### src/rtl/adc_sched_pkg.sv
// adc_sched_pkg
//  Shared types and helpers for the channel-multiplexed delta-tracking ADC scheduler.
//  - state_t      : scheduler FSM states
//  - MAX_NCH      : upper bound on channel count accepted by next_enabled()
//  - calc_cw      : channel index width for a given channel count
//  - next_enabled : round-robin search for the next enabled channel
package adc_sched_pkg;

  typedef enum logic [2:0] {
    S_IDLE   = 3'd0,
    S_SWITCH = 3'd1,
    S_SETTLE = 3'd2,
    S_TRACK  = 3'd3,
    S_STORE  = 3'd4
  } state_t;

  localparam int MAX_NCH = 32;

  function automatic int calc_cw(input int nch);
    return (nch > 1) ? $clog2(nch) : 1;
  endfunction

  // Search nch channels starting at index 'start' (mod nch), wrapping once.
  // Returns the first enabled index, or -1 when no channel is enabled.
  function automatic int next_enabled(input logic [MAX_NCH-1:0] en,
                                      input int nch, input int start);
    int idx;
    next_enabled = -1;
    for (int k = 0; k < MAX_NCH; k++) begin
      idx = (start + k) % nch;
      if (k < nch && next_enabled < 0 && en[idx])
        next_enabled = idx;
    end
  endfunction

endpackage

### src/rtl/adc_sched_tick.sv
// adc_sched_tick
//  Free-running strobe divider: one-clock pulse every STROBE_CYCLES clocks,
//  first pulse STROBE_CYCLES clocks after reset release.
// Ports
//  clk     in  system clock
//  reset_n in  asynchronous active-low reset
//  strobe  out sampling strobe
module adc_sched_tick #(
  parameter int STROBE_CYCLES = 16
) (
  input  logic clk,
  input  logic reset_n,
  output logic strobe
);

  localparam int TW = (STROBE_CYCLES > 1) ? $clog2(STROBE_CYCLES) : 1;

  logic [TW-1:0] r_cnt;
  logic          w_wrap;

  assign w_wrap = (r_cnt == TW'(STROBE_CYCLES - 1));

  always_ff @(posedge clk or negedge reset_n) begin
    if (!reset_n)    r_cnt <= '0;
    else if (w_wrap) r_cnt <= '0;
    else             r_cnt <= r_cnt + 1'b1;
  end

  assign strobe = w_wrap;

endmodule

### src/rtl/adc_channel_sched.sv
// adc_channel_sched
//  Time-shares one delta-tracking loop (shared PWM/RC DAC + comparator mux) across NCH
//  channels. Each slot: restore the channel's tracked value, discard SETTLE strobes,
//  track for DWELL strobes, save the value and publish it on a valid/ready stream.
//  Optional feature macro: ADC_SCHED_OVERRUN_EN
//    undefined : STORE stalls until the result is accepted (backpressure)
//    defined   : STORE never stalls; unaccepted results are overwritten, sticky overrun
// Ports
//  clk, reset_n        clock, asynchronous active-low reset
//  ch_enable           channels in the round-robin
//  comparator_i        per-channel comparator (1 = increase)
//  period_counter_val  PWM period, upper clamp for the tracked value
//  ch_sel              analog mux select
//  on_counter_val      value driving the shared PWM
//  busy                FSM not in IDLE
//  result_valid/ready/data/ch  result stream
//  overrun             sticky lost-result flag (0 unless ADC_SCHED_OVERRUN_EN)
module adc_channel_sched
  import adc_sched_pkg::*;
#(
  parameter  int W             = 16,
  parameter  int NCH           = 4,
  parameter  int STROBE_CYCLES = 16,
  parameter  int DWELL         = 8,
  parameter  int SETTLE        = 2,
  localparam int CW            = calc_cw(NCH)
) (
  input  logic          clk,
  input  logic          reset_n,
  input  logic [NCH-1:0] ch_enable,
  input  logic [NCH-1:0] comparator_i,
  input  logic [W-1:0]  period_counter_val,
  output logic [CW-1:0] ch_sel,
  output logic [W-1:0]  on_counter_val,
  output logic          busy,
  output logic          result_valid,
  input  logic          result_ready,
  output logic [W-1:0]  result_data,
  output logic [CW-1:0] result_ch,
  output logic          overrun
);

  localparam int CNTW        = $clog2(((DWELL > SETTLE) ? DWELL : SETTLE) + 1);
  localparam int SETTLE_LAST = (SETTLE > 0) ? SETTLE - 1 : 0;

  state_t            r_state, w_state_nxt;
  logic [CW-1:0]     r_tgt, w_tgt_val;
  logic [CNTW-1:0]   r_cnt;
  logic [W-1:0]      r_slot [NCH];
  logic [W-1:0]      r_val, r_rdata;
  logic [CW-1:0]     r_sel, r_rch;
  logic              r_rvalid;

  logic              w_strobe;
  logic [MAX_NCH-1:0] w_en_ext;
  int                w_first, w_next;
  logic [W-1:0]      w_val_nxt;
  logic              w_up, w_last, w_xfer, w_leave, w_settle_done;

  adc_sched_tick #(.STROBE_CYCLES(STROBE_CYCLES)) u_tick (
    .clk     (clk),
    .reset_n (reset_n),
    .strobe  (w_strobe)
  );

  always_comb begin
    w_en_ext = '0;
    w_en_ext[NCH-1:0] = ch_enable;
  end

  // Lowest enabled channel (from IDLE) and next enabled above the current one (from STORE).
  assign w_first = next_enabled(w_en_ext, NCH, 0);
  assign w_next  = next_enabled(w_en_ext, NCH, int'(r_sel) + 1);

  // One tracking step; a value above the period is pulled down to it first.
  assign w_up = comparator_i[r_sel];
  always_comb begin
    w_val_nxt = r_val;
    if (r_val > period_counter_val) w_val_nxt = period_counter_val;
    else if (w_up) begin
      if (r_val < period_counter_val) w_val_nxt = r_val + 1'b1;
    end else if (r_val != '0) w_val_nxt = r_val - 1'b1;
  end

  assign w_settle_done = w_strobe && (r_cnt == CNTW'(SETTLE_LAST));
  assign w_last        = (r_state == S_TRACK) && w_strobe && (r_cnt == CNTW'(DWELL - 1));
  assign w_xfer        = r_rvalid && result_ready;

`ifdef ADC_SCHED_OVERRUN_EN
  assign w_leave = 1'b1;
`else
  assign w_leave = w_xfer;
`endif

  always_ff @(posedge clk or negedge reset_n) begin
    if (!reset_n) r_state <= S_IDLE;
    else          r_state <= w_state_nxt;
  end

  always_comb begin
    w_state_nxt = r_state;
    w_tgt_val   = r_tgt;
    case (r_state)
      S_IDLE:
        if (w_first >= 0) begin
          w_state_nxt = S_SWITCH;
          w_tgt_val   = CW'(w_first);
        end
      S_SWITCH: w_state_nxt = (SETTLE == 0) ? S_TRACK : S_SETTLE;
      S_SETTLE: if (w_settle_done) w_state_nxt = S_TRACK;
      S_TRACK:  if (w_last) w_state_nxt = S_STORE;
      S_STORE:
        if (w_leave) begin
          if (w_next >= 0) begin
            w_state_nxt = S_SWITCH;
            w_tgt_val   = CW'(w_next);
          end else begin
            w_state_nxt = S_IDLE;
          end
        end
      default: w_state_nxt = S_IDLE;
    endcase
  end

  always_ff @(posedge clk or negedge reset_n) begin
    if (!reset_n) begin
      r_tgt    <= '0;
      r_sel    <= '0;
      r_val    <= '0;
      r_cnt    <= '0;
      r_rvalid <= 1'b0;
      r_rdata  <= '0;
      r_rch    <= '0;
      for (int i = 0; i < NCH; i++) r_slot[i] <= '0;
    end else begin
      r_tgt <= w_tgt_val;
      case (r_state)
        S_SWITCH: begin
          r_sel <= r_tgt;
          r_val <= r_slot[r_tgt];
          r_cnt <= '0;
        end
        S_SETTLE:
          if (w_strobe) r_cnt <= w_settle_done ? '0 : r_cnt + 1'b1;
        S_TRACK:
          if (w_strobe) begin
            r_val <= w_val_nxt;
            r_cnt <= r_cnt + 1'b1;
          end
        default: ;
      endcase
      // Final step of the dwell: save the slot and publish the result on the same edge.
      if (w_last) begin
        r_slot[r_sel] <= w_val_nxt;
        r_rdata       <= w_val_nxt;
        r_rch         <= r_sel;
      end
      if (w_last)      r_rvalid <= 1'b1;
      else if (w_xfer) r_rvalid <= 1'b0;
    end
  end

`ifdef ADC_SCHED_OVERRUN_EN
  logic r_overrun;
  always_ff @(posedge clk or negedge reset_n) begin
    if (!reset_n)                                  r_overrun <= 1'b0;
    else if (w_last && r_rvalid && !result_ready)  r_overrun <= 1'b1;
  end
  assign overrun = r_overrun;
`else
  assign overrun = 1'b0;
`endif

  assign ch_sel         = r_sel;
  assign on_counter_val = r_val;
  assign busy           = (r_state != S_IDLE);
  assign result_valid   = r_rvalid;
  assign result_data    = r_rdata;
  assign result_ch      = r_rch;

endmodule

### config.mk
export PLATFORM = sky130hd
export DESIGN_NAME = adc_channel_sched
export DESIGN_NICKNAME = d
export VERILOG_FILES = /design/src/rtl/adc_sched_pkg.sv /design/src/rtl/adc_sched_tick.sv /design/src/rtl/adc_channel_sched.sv
export SDC_FILE = /design/constraint.sdc
export NUM_CORES = 1
export LEC_CHECK = 0
export CORE_MARGIN = 2
export CORE_UTILIZATION = 50
export DETAILED_ROUTE_END_ITERATION = 6
export HOLD_SLACK_MARGIN = 0.12
export PLACE_DENSITY = 0.83
export SYNTH_ARGS = -nofsm -noshare
export SYNTH_HDL_FRONTEND = slang
export SYNTH_SLANG_ARGS = --single-unit
### constraint.sdc
create_clock -name clk -period 3.3 [get_ports clk]
set_input_delay 0.99 -clock clk [delete_from_list [all_inputs] [get_ports clk]]
set_output_delay 0.99 -clock clk [all_outputs]
set_load 0.1 [all_outputs]
==> impl_metrics.ini, run 1 <==
[yosys]
yosys_warnings = 0
async_flop_share_pct = 100
synthTopCellsByArea = dfrtp_1, mux2_2, mux4_2
ys_seq_area_share_pct = 42.5
synth_top_area_share_pct = 42.5
synth_edf_count = 0
synthesis.nets = 725
synth_cell_types = 77
synthCells = 672
syn-cell-area_um2 = 6710
synth_top_area_cell = dfrtp_1
ys.flop_type = dfrtp_1
yosysMostFrequentCell = dfrtp_1
synth_common_cells = dfrtp_1, nand2_1, nor2_1, a21oi_1, mux2_2
syn_area_per_cell_um2 = 9.98
ys_seq_elements = 114

[worst_setup_path]
cp.required_ns = 3.62
crit_buf_inv = 4
worst_setup_path_end_kind = register
crit_path_max_incr_delay_ns = 0.63
path_max_fanout = 8
crit_chain = clkdlybuf4s50_1 -> mux4_2 -> nor3_4 -> buf_4 -> and3_1 -> buf_4 -> nand2_1 -> a41oi_2 -> a21oi_1 -> buf_4 -> a21oi_1
start_kind = primary input
crit_family = buffers and inverters
arrival_ns = 3.56
critPathMostFrequentCell = buf_4
worstSetupPathType = in -> reg
cpMaxStageDelayCell = mux4_2

[power_and_ir_drop]
power_density_nw_per_um2 = 867
irDropWorstVdd_mv = 0.354
leakage_nw = 3.93

[die]
initial_core_util_pct = 50.8
placementRows = 42
dieArea_um2 = 14400
io_pins = 66
fp.dieH_um = 120
core_area_um2 = 13200
fp.dieW_um = 120

[placement]
port_buffers = 64
gp_congestion = 0.968
placed_area_um2 = 7930
place_inst = 952
hpwlAfterDp_um = 14200

[final_layout]
nNetsFinal = 860
antennaDiodeCount = 0
drive_gt1_share_pct = 35.0
instances_no_fill = 996
syn2layout_area_growth_pct = 34.4
design_area_um2 = 9010

[run_status]
violations = design-rule violations
status = finished with violations

[clocking]
cts_buffer_depth = 2
cts_tree = done
htree_levels = 4
holdBufCountCts = 0
cts_inserted_buffers = 17
clock-sinks = 114
clock_latency_ns = 0.42
root_buffer = clkbuf_16
path_clk_slew_ns = 0.06

[timing]
clock_skew_ns = 0.00873
hold_violations = 0
period_share_pct = 98.2
post-route-min-period_ns = 3.24
hold_ws_ns = 0.493
fin_setup_tns_ns = 0
drv_slew = 0
fmax_ghz = 0.309
tightest_slew_ns = 0.781
relSlewSlack_pct = 47.9
setup_violations = 0

[global_route]
grt_pass1_vias = 6225
grt_pass1_wl_um = 33300
grt_max_degree = 56
track_usage_pct = 29.9
overflow = 0
antenna_found_initial = 0

[flow_run]
cap_violations = 0

[route]
num_vias = 6369
wire_per_inst_um = 21.6
wl_met3_um = 1670
routed_via_density = 6.39
met2_length_um = 10300
wirelength_um = 21500
drc = 4
ant_nets = 0
detail_route.wirelength.met1_um = 8600
drt-initial-drc-count = 650
dr.pass1.iters = 7
top_layer = met4

[worst_hold_path]
hp-class = reg -> reg
## through the flow
| step | utilization (%) | total power [W] | worst slack, ns |
|---|---|---|---|
| final | 68.3 | 0.00782 | 0.0590 |
| after detailed placement | 60.1 | 0.00540 | -0.657 |
| after global placement | 60.1 | 0.00530 | -0.544 |
| after global routing | 68.3 | 0.00810 | -0.0295 |
| after floorplan | - | 0.00413 | 0.0105 |
| after CTS | 66.5 | 0.00753 | 0.00335 |
## worst paths after layout
path,start,to,slack [ns],cells after the start
worst max-delay path,comparator_i[3],on_counter_val[10],0.06,11
worst min-delay path,r_slot[50],r_slot[50],0.49,2
worst max register to register,on_counter_val[1],on_counter_val[14],0.37,9
worst min register to register,r_slot[50],r_slot[50],0.49,2
max in group asynchronous,reset_n,result_data[5],2.03,2
min in group asynchronous,reset_n,on_counter_val[11],0.54,1
## tightest hold or removal path, stage by stage, from the launching register on
cell     delay, ns
dfrtp_1       0.35
nand2_1       0.05
o21ai_1       0.06
## timing repair
item                       CTS  global route
pin swaps                   19            18
buffers inserted             7             5
resized for setup           43            54
setup endpoints to repair   93            96
## layout make-up
type                       count  area, µm²
clock buffer                  21        450
clock inverter                11        154
fill                         871       4180
inverter                      31        116
multi-input combinational    482       3910
sequential                   114       2850
tap                          176        220
timing repair buffer         161       1320
## placed cells by master, fill, tap and decap left out, types with 4 or more instances in the layout
master | Yosys | final
nor4_1 | 7 | 4
nor2_1 | 60 | 60
nor4_4 | 1 | 4
clkdlybuf4s50_1 | 0 | 12
nand2_2 | 1 | 5
a31oi_1 | 32 | 30
o32ai_1 | 13 | 12
ha_4 | 0 | 6
inv_2 | 0 | 5
o211ai_1 | 4 | 4
nand2_1 | 60 | 56
clkbuf_16 | 0 | 17
a21oi_2 | 0 | 6
nand2b_1 | 4 | 4
mux2_4 | 0 | 5
o21ai_1 | 4 | 9
inv_1 | 31 | 26
nor3_1 | 11 | 8
and2_1 | 9 | 8
o21ai_0 | 28 | 21
o31ai_4 | 2 | 4
nor2b_1 | 5 | 4
buf_6 | 1 | 4
dfrtp_1 | 114 | 114
a21oi_1 | 45 | 39
ha_1 | 26 | 20
mux2_2 | 34 | 29
mux2i_1 | 7 | 7
nand4_1 | 12 | 12
buf_4 | 2 | 130
dlymetal6s2s_1 | 0 | 7
and3_1 | 8 | 6
mux4_2 | 17 | 17
nand3_1 | 17 | 15
## per-layer routing
| metal | vias up | GRT usage [%] |
|---|---|---|
| met5 | - | 0 |
| met4 | 0 | 12.3 |
| met3 | 88 | 5.75 |
| li1 | 2786 | - |
| met1 | 3127 | 39.4 |
| met2 | 368 | 48.7 |
## kinds of logic (layout without fill, tap and decap cells)
kind of cell	count (synthesis)	after routing	synth area share, %
other cells	1	1	0.0559
buf+inv	76	224	4.68
fa+ha+maj	26	26	4.85
mux	59	59	12.8
compound gates	182	182	18.8
simple gates	213	213	16.2
xor+xnor	1	1	0.131
flops	114	114	42.5
## registers in the layout, summed over array words and instances, names as in the netlist, 2 cells and up
| name | cells |
|---|---|
| r_slot | 64 |
| on_counter_val | 16 |
| result_data | 16 |
| r_cnt | 4 |
| u_tick.r_cnt | 4 |
| r_state | 3 |
| ch_sel | 2 |
| r_tgt | 2 |
| result_ch | 2 |
## power breakdown
part	internal, W	total (W)	switching (W)
registers	0.00154	0.00180	0.000262
clock network	0.00121	0.00189	0.000680
logic	0.00146	0.00413	0.00267
total	0.00421	0.00782	0.00361
No activity file was read; power rests on OpenSTA's default activity.
==> inputs of run 2 (changes only) <==
- GPL_TIMING_DRIVEN: default -> 0
- SKIP_CTS_REPAIR_TIMING: default -> 1
==> run 2 against run 1 <==
Effect of this change:
- critical path type unchanged
- the run still ends with design-rule violations left
- global-route usage fell by 0.070 points
- critical endpoint is now r_slot[14]
- sequential share of layout area rose by 0.53 points
- hold slack got worse by 0.014 ns
- total power fell by 0.75%
==> impl_metrics.ini, run 2 (synthesis results as in run 1) <==
[run_status]
status = finished with violations
violations = design-rule violations

[route]
wire_per_inst_um = 22.5
drt-initial-drc-count = 722
drc = 5
ant_nets = 0
dr.pass1.iters = 7
routed_via_density = 6.52
wirelength_um = 21700
num_vias = 6298

[clocking]
cts_inserted_buffers = 17
cts_tree = done
clock-sinks = 114
clock_latency_ns = 0.42
path_clk_slew_ns = 0.06
cts_buffer_depth = 2
htree_levels = 4
root_buffer = clkbuf_16

[placement]
placed_area_um2 = 7580
place_inst = 912
port_buffers = 63
hpwlAfterDp_um = 14500
gp_congestion = 0.989

[worst_setup_path]
cp.required_ns = 3.60
rr_endpoint = r_slot[14]
r2r_cells = 10
arrival_ns = 3.58
cpMaxStageDelayCell = a31oi_4
start_kind = primary input
crit_path_max_incr_delay_ns = 0.45
worstSetupPathType = in -> reg
crit_chain = dlymetal6s2s_1 -> inv_1 -> ha_1 -> nand4_1 -> nor4_4 -> buf_4 -> o21ai_4 -> a31oi_4 -> clkbuf_16 -> a211o_1 -> nand3_4 -> mux2_2
timing.rr.start = on_counter_val[11]
worst_setup_path_end_kind = register
crit_buf_inv = 4
critPathCapture = r_slot[14]
crit_family = compound AO/OA/AOI/OAI gates
cp.depth = 12
crit_start = period_counter_val[9]
path_max_fanout = 7
rrSetupSlack_ns = 0.13

[timing]
drv_slew = 0
relSlewSlack_pct = 33.5
fin_setup_tns_ns = 0
tightest_slew_ns = 0.994
setup_violations = 0
clock_skew_ns = 0.00993
fmax_ghz = 0.306
period_share_pct = 99.2
post-route-min-period_ns = 3.27
hold_violations = 0

[worst_hold_path]
hp-class = reg -> reg
whs_path_depth = 2

[final_layout]
instances_no_fill = 966
drive_gt1_share_pct = 24.9
multiInputGateArea_um2 = 3910
seq_area_um2 = 2850
antennaDiodeCount = 0
regMostFlops = r_slot
design_area_um2 = 8870
utilization_pct = 67.2
nFillCells = 926
syn2layout_area_growth_pct = 32.2
nNetsFinal = 830
layout_commonest_cell = dfrtp_1
mostFrequentLayoutCells = dfrtp_1, nor2_1, nand2_1
largest_reg_flops = 64

[die]
placementRows = 42
dieArea_um2 = 14400
fp.dieH_um = 120
fp.dieW_um = 120
initial_core_util_pct = 50.8
io_pins = 66
core_area_um2 = 13200

[power_and_ir_drop]
total_power_w = 0.00776
combPwrFrac_pct = 52.6
swShare_pct = 47.0
leakage_nw = 3.80
irDropWorstVdd_mv = 0.357
seqPwrFrac_pct = 23.1
clkPwrFrac_pct = 24.3
p_sw_w = 0.00365
power_density_nw_per_um2 = 875
p_int_w = 0.00412

[global_route]
overflow = 0
grt_pass1_vias = 6171
grt_max_degree = 69
track_usage_pct = 29.8
grt_pass1_wl_um = 32800
antenna_found_initial = 0

[flow_run]
cap_violations = 0
==> run 2: changes by cell type in the layout (fill, tap and decap cells not counted), moves of 3 or more <==
cell             before  now
buf_1                 0    3
buf_2                 0   10
a21oi_1              39   34
dlygate4sd2_1         3    0
clkdlybuf4s50_1      12   41
dlymetal6s2s_1        7   20
clkbuf_1              3   25
buf_4               130   21
a21oi_2               6    9
mux2_4                5    0
o21ai_0              21   24
o21ai_1               9    6
mux2_2               29   34
==> run 2: worst min-delay path by stage <==
stage                             from      endpoint  slack, ns
after floorplan             r_slot[17]    r_slot[17]       0.44
after global placement      r_slot[17]    r_slot[17]       0.46
after detailed placement    r_slot[33]    r_slot[33]       0.47
after CTS                   r_slot[33]    r_slot[33]       0.48
after global routing      result_ch[0]  result_ch[0]       0.51
final                     result_ch[0]  result_ch[0]       0.48
==> run 2: per-stage QoR <==
step	hold slack (ns)	worst slack, ns
finish	0.480	0.0268
global route	0.511	-0.0664
CTS	0.482	-1.20
detailed placement	0.469	-1.62
global placement	0.459	-2.82
floorplan	0.443	0.0105
==> run 2: final cells by class <==
type | instances | area share (%)
plain buffers | 44 | 2.60
clock buffers | 17 | 4.80
clock inverters | 15 | 2.06
inverters | 31 | 1.31
multi-input cells | 482 | 44.1
flip-flops and latches | 114 | 32.2
well taps | 176 | 2.48
repair buffers | 87 | 10.4
==> run 2: power groups by stage <==
stage | Sequential, W | Clock [W] | Combinational [W]
2_1_floorplan | 0.00233 | 0 | 0.00180
3_3_place_gp | 0.00177 | 0 | 0.00322
3_5_place_dp | 0.00178 | 0 | 0.00332
4_1_cts | 0.00176 | 0.00188 | 0.00337
5_1_grt | 0.00180 | 0.00195 | 0.00430
6_report | 0.00179 | 0.00189 | 0.00408
==> run 2: worst reg2reg max path: cells and delay by family (launching register included) <==
family | cells | cell delay [ns]
AOI/OAI and AO/OA | 3 | 0.72
DFF | 1 | 0.63
and+or+nand+nor | 3 | 0.58
buffers and inverters | 2 | 0.43
adders and majority gates | 1 | 0.42
muxes | 1 | 0.29
==> run 2: layer usage <==
metal	GRT usage [%]	part of all wire, %
met5	0	0
met4	14.5	3.7
met3	6.18	8.4
met2	48.8	50
met1	37.8	38
==> variant 1 (flow settings as in run 1) <==
Add a define of `ADC_SCHED_OVERRUN_EN`.
--- a/src/rtl/adc_channel_sched.sv
+++ b/src/rtl/adc_channel_sched.sv
@@ -16,4 +16,6 @@
 //  result_valid/ready/data/ch  result stream
 //  overrun             sticky lost-result flag (0 unless ADC_SCHED_OVERRUN_EN)
+`define ADC_SCHED_OVERRUN_EN
+
 module adc_channel_sched
   import adc_sched_pkg::*;
Check against the original RTL: no difference found for any inputs over 10 cycles, from zero or initial values and one cycle with reset_n low; that may be too few to reach the edited logic, so the function may still have changed.
==> variant 1 against run 1 <==
  * Sequential share of layout area is 0.30 points lower
  * Wire length about the same
  * Global-route usage increased by 0.54 points
  * Fmax shrank 0.26%
  * First-iteration DRC count shrank 1.7%
  * Sequential cell count is 1 higher
  * Highest routed layer unchanged
  * Worst setup slack got worse by 0.0084 ns
  * Synthesized area is 1.4% higher
  * Cell area is 1.8% higher
Power is not compared: it rests on default switching activity, and its combinational part moved more than twofold at a synthesized area within 25%.
==> variant 1: results (changes against run 1) <==
ClkCell Share=6.81% (was 6.70%); number of DRC markers in iteration 0=639 (was 650); final wirelength=21.5 mm (about the same); layout cells sized above 1=36.8% (was 35.0%); largest net degree at the start of global routing=76 (was 56); Met3 Routed Length=1.48 mm (was 1.67 mm); Non-clock inverters=34 (was 31); XOR/XNOR share of the synthesized area=0.129% (was 0.131%); delay-heaviest family, CP=simple AND/OR/NAND/NOR gates (was buffers and inverters); buffering overhead=16.4% (was 14.6%); number of port buffers=65 (was 64); synthesized net count=728 (was 725); GR met3 Demand/Resource=6.04% (was 5.75%); adder-cell share of the synthesized area=4.78% (was 4.85%); met1 GRT Util=40.6% (was 39.4%); Total Nets Final=886 (was 860); Synth cell types=73 (was 77); crit-path max FO=5 (was 8); sequential fraction of the synthesis area=42.3% (was 42.5%); worst hold stages=1 (was 2); min-delay src=overrun$_DFFE_PN0P_ (was r_slot[50]$_DFFE_PN0P_); Vias=6332 (was 6369); status=finished, final reports clean (was finished with violations); CP peak stage delay=0.56 ns (was 0.63 ns); met2 Track Usage GR=48.9% (was 48.7%); post-synthesis mux area share=11.2% (was 12.8%); compound-cell area share of the yosys netlist=19.2% (was 18.8%); post-CTS sizing=40 (was 43); hold slack=0.469 ns (was 0.493 ns); most frequent cells after synthesis=dfrtp_1 (115), nor2_1 (64), nand2_1 (57) (was dfrtp_1 (114), nand2_1 (60), nor2_1 (60)); GP Congestion=0.953 (was 0.968); Seq area share=31.3% (was 31.6%); main area contributors after synthesis=dfrtp_1 (42%), mux4_2 (5.6%), mux2_2 (5.0%) (was dfrtp_1 (43%), mux2_2 (5.7%), mux4_2 (5.7%)); met2 WL=10.4 mm (was 10.3 mm); Layout Skew=0.00811 ns (was 0.00873 ns); fraction of area in multi-input gates=41.6% (was 43.3%); worst flop-to-flop path endpoint=result_data[15]$_DFFE_PN0P_ (was on_counter_val[14]$_DFFE_PN0P_); met1 WL=8.94 mm (was 8.60 mm); Worst Hold End=overrun$_DFFE_PN0P_ (was r_slot[50]$_DFFE_PN0P_); worst-margin pin slew=0.981 ns (was 0.781 ns); Fill cells=984 (was 871); multi-input gates=483 (was 482); area delta synth->final=35.0% (was 34.4%)
[variant 1: power breakdown]
part,internal (W),switching (W)
Combinational,0.000406,0.000621
Clock,0.00128,0.000664
Sequential,0.00143,0.0000562
Total,0.00311,0.00134
[variant 1: how the worst max path moves through the flow]
stage          slack, ns  depth (start not counted)                           from                endpoint
6_report            0.05                         11         period_counter_val[13]  r_slot[11]$_DFFE_PN0P_
5_1_grt            -0.01                         13         period_counter_val[14]  r_slot[40]$_DFFE_PN0P_
4_1_cts           0.0005                         13         period_counter_val[14]  r_slot[11]$_DFFE_PN0P_
3_5_place_dp       -0.73                         11         period_counter_val[15]  r_slot[33]$_DFFE_PN0P_
3_3_place_gp       -0.62                         11         period_counter_val[15]  r_slot[17]$_DFFE_PN0P_
2_1_floorplan       0.01                         10  on_counter_val[0]$_DFFE_PN0P_  r_slot[47]$_DFFE_PN0P_
==> variant 2 (config.mk and constraints of run 1) <==
Without the edit above. One comparison of `r_cnt` changes from == to >=.
--- a/src/rtl/adc_channel_sched.sv
+++ b/src/rtl/adc_channel_sched.sv
@@ -84,5 +84,5 @@
 
   assign w_settle_done = w_strobe && (r_cnt == CNTW'(SETTLE_LAST));
-  assign w_last        = (r_state == S_TRACK) && w_strobe && (r_cnt == CNTW'(DWELL - 1));
+  assign w_last        = (r_state == S_TRACK) && w_strobe && (r_cnt >= CNTW'(DWELL - 1));
   assign w_xfer        = r_rvalid && result_ready;
 
Formal check against the unedited RTL: same outputs for any inputs over 10 cycles, from zero or initial values and one cycle with reset_n low; that may be too few to reach the edited logic, so the function may still have changed.
==> variant 2 against run 1 <==
  * Non-clock buffer count shrank 11
  * Critical path depth grew 1
  * Worst setup slack worse by 0.027 ns
  * Worst hold slack worse by 0.018 ns
  * Synthesized area is 5.7% lower
  * Total power grew 0.63%
  * Sequential cell count stayed put
  * Cell area decreased by 4.2%
  * Count of clock-buffer cells in the layout increased by 2
  * Wire length is 10% lower
  * Final cell count down 3.2%
  * Critical path type unchanged
  * Critical endpoint is now r_slot[15]$_DFFE_PN0P_
  * Largest cell class unchanged
==> variant 2: results (changes against run 1) <==
# clk buffers=23 (was 21); vias in the first global route=5846 (was 6225); CP peak stage delay=0.54 ns (was 0.63 ns); largest net degree at the start of global routing=44 (was 56); compound-cell area share of the yosys netlist=16.5% (was 18.8%); Total Nets Final=832 (was 860); P_sw=0.00357 W (was 0.00361 W); LEAKAGE=3.78 nW (was 3.93 nW); Logic pwr share=53.1% (was 52.8%); launch point of the worst path=period_counter_val[5] (was comparator_i[3]); number of DRC markers in iteration 0=526 (was 650); XOR/XNOR share of the synthesized area=1.52% (was 0.131%); layout cells sized above 1=36.2% (was 35.0%); fin cells=964 (was 996); buffering overhead=13.7% (was 14.6%); synthesized net count=696 (was 725); post-synthesis mux area share=11.5% (was 12.8%); crit-path max FO=6 (was 8); Synth cell types=61 (was 77); Slew HR=39.3% (was 47.9%); FF+latch area=0.00286 mm^2 (was 0.00285 mm^2); most frequent cells after synthesis=dfrtp_1 (114), nand2_1 (80), nor2_1 (49), o21ai_0 (49), a21oi_1 (43) (was dfrtp_1 (114), nand2_1 (60), nor2_1 (60)); routed len/inst=20.1 um (was 21.6 um); status=finished, final reports clean (was finished with violations); global-route wire length before repair=30.6 mm (was 33.3 mm); Max VDD drop=620 uV (was 354 uV); multi-input gates=463 (was 482); ClkCell Share=7.23% (was 6.70%); total track usage=30.0% (was 29.9%); pwr/cell area=911 mW/mm^2 (was 867 mW/mm^2); P_seq=0.00176 W (was 0.00180 W); main area contributors after synthesis=dfrtp_1 (45%), mux4_2 (6.1%), ha_1 (5.1%) (was dfrtp_1 (43%), mux2_2 (5.7%), mux4_2 (5.7%))
variant 2: changes by cell type after synthesis, sizes merged, moves of 5 or more:
cell           run 1  this run
mux2              34        27
a31oi             33        12
o21ai             32        56
nand2             61        80
nor2              60        49
o32ai             13         6
a311oi             5         0
xnor2              0         6
o221ai             0         5
buf               18         8
variant 2: through the flow:
step / instance area [um^2] / hold WS, ns / setup TNS [ns]
3_3_place_gp: 7700 / 0.455 / -81.12
2_1_floorplan: 6510 / 0.441 / -0.512
6_report: 8640 / 0.475 / 0
4_1_cts: 8570 / 0.476 / 0
3_5_place_dp: 7700 / 0.465 / -84.77
5_1_grt: 8640 / 0.493 / -0.0414
variant 2: worst paths after layout:
path                       cells past startpoint                             end
max                                           12          r_slot[15]$_DFFE_PN0P_
min                                            1       u_tick.r_cnt[3]$_DFF_PN0_
max reg2reg                                   10          r_slot[15]$_DFFE_PN0P_
min reg2reg                                    2           r_slot[4]$_DFFE_PN0P_
max in group asynchronous                      2  on_counter_val[13]$_DFFE_PN0P_
min in group clk                               2           r_slot[4]$_DFFE_PN0P_
variant 2: cells by family after synthesis:
group | after synthesis
AOI/OAI and AO/OA | 165
xor gates and xnor gates | 11
adders and majority gates | 26
buffers and inverters | 66
DFF | 114
muxes | 48
other | 1
and+or+nand+nor | 212
variant 2: layer usage:
layer	vias up	routed length, um	global-route usage, %
met5	-	0	0
met4	0	546	11.1
met3	50	1400	7.06
met1	2861	7870	38.3
met2	279	9520	50.0
li1	2626	-	-
variant 2: timing repair:
action	in CTS	in global routing
gates resized for setup	68	27
buffers inserted	9	3
setup endpoints to repair	96	78
endpoints found under the hold margin	0	0
cloned	0	0
pin swaps	19	11
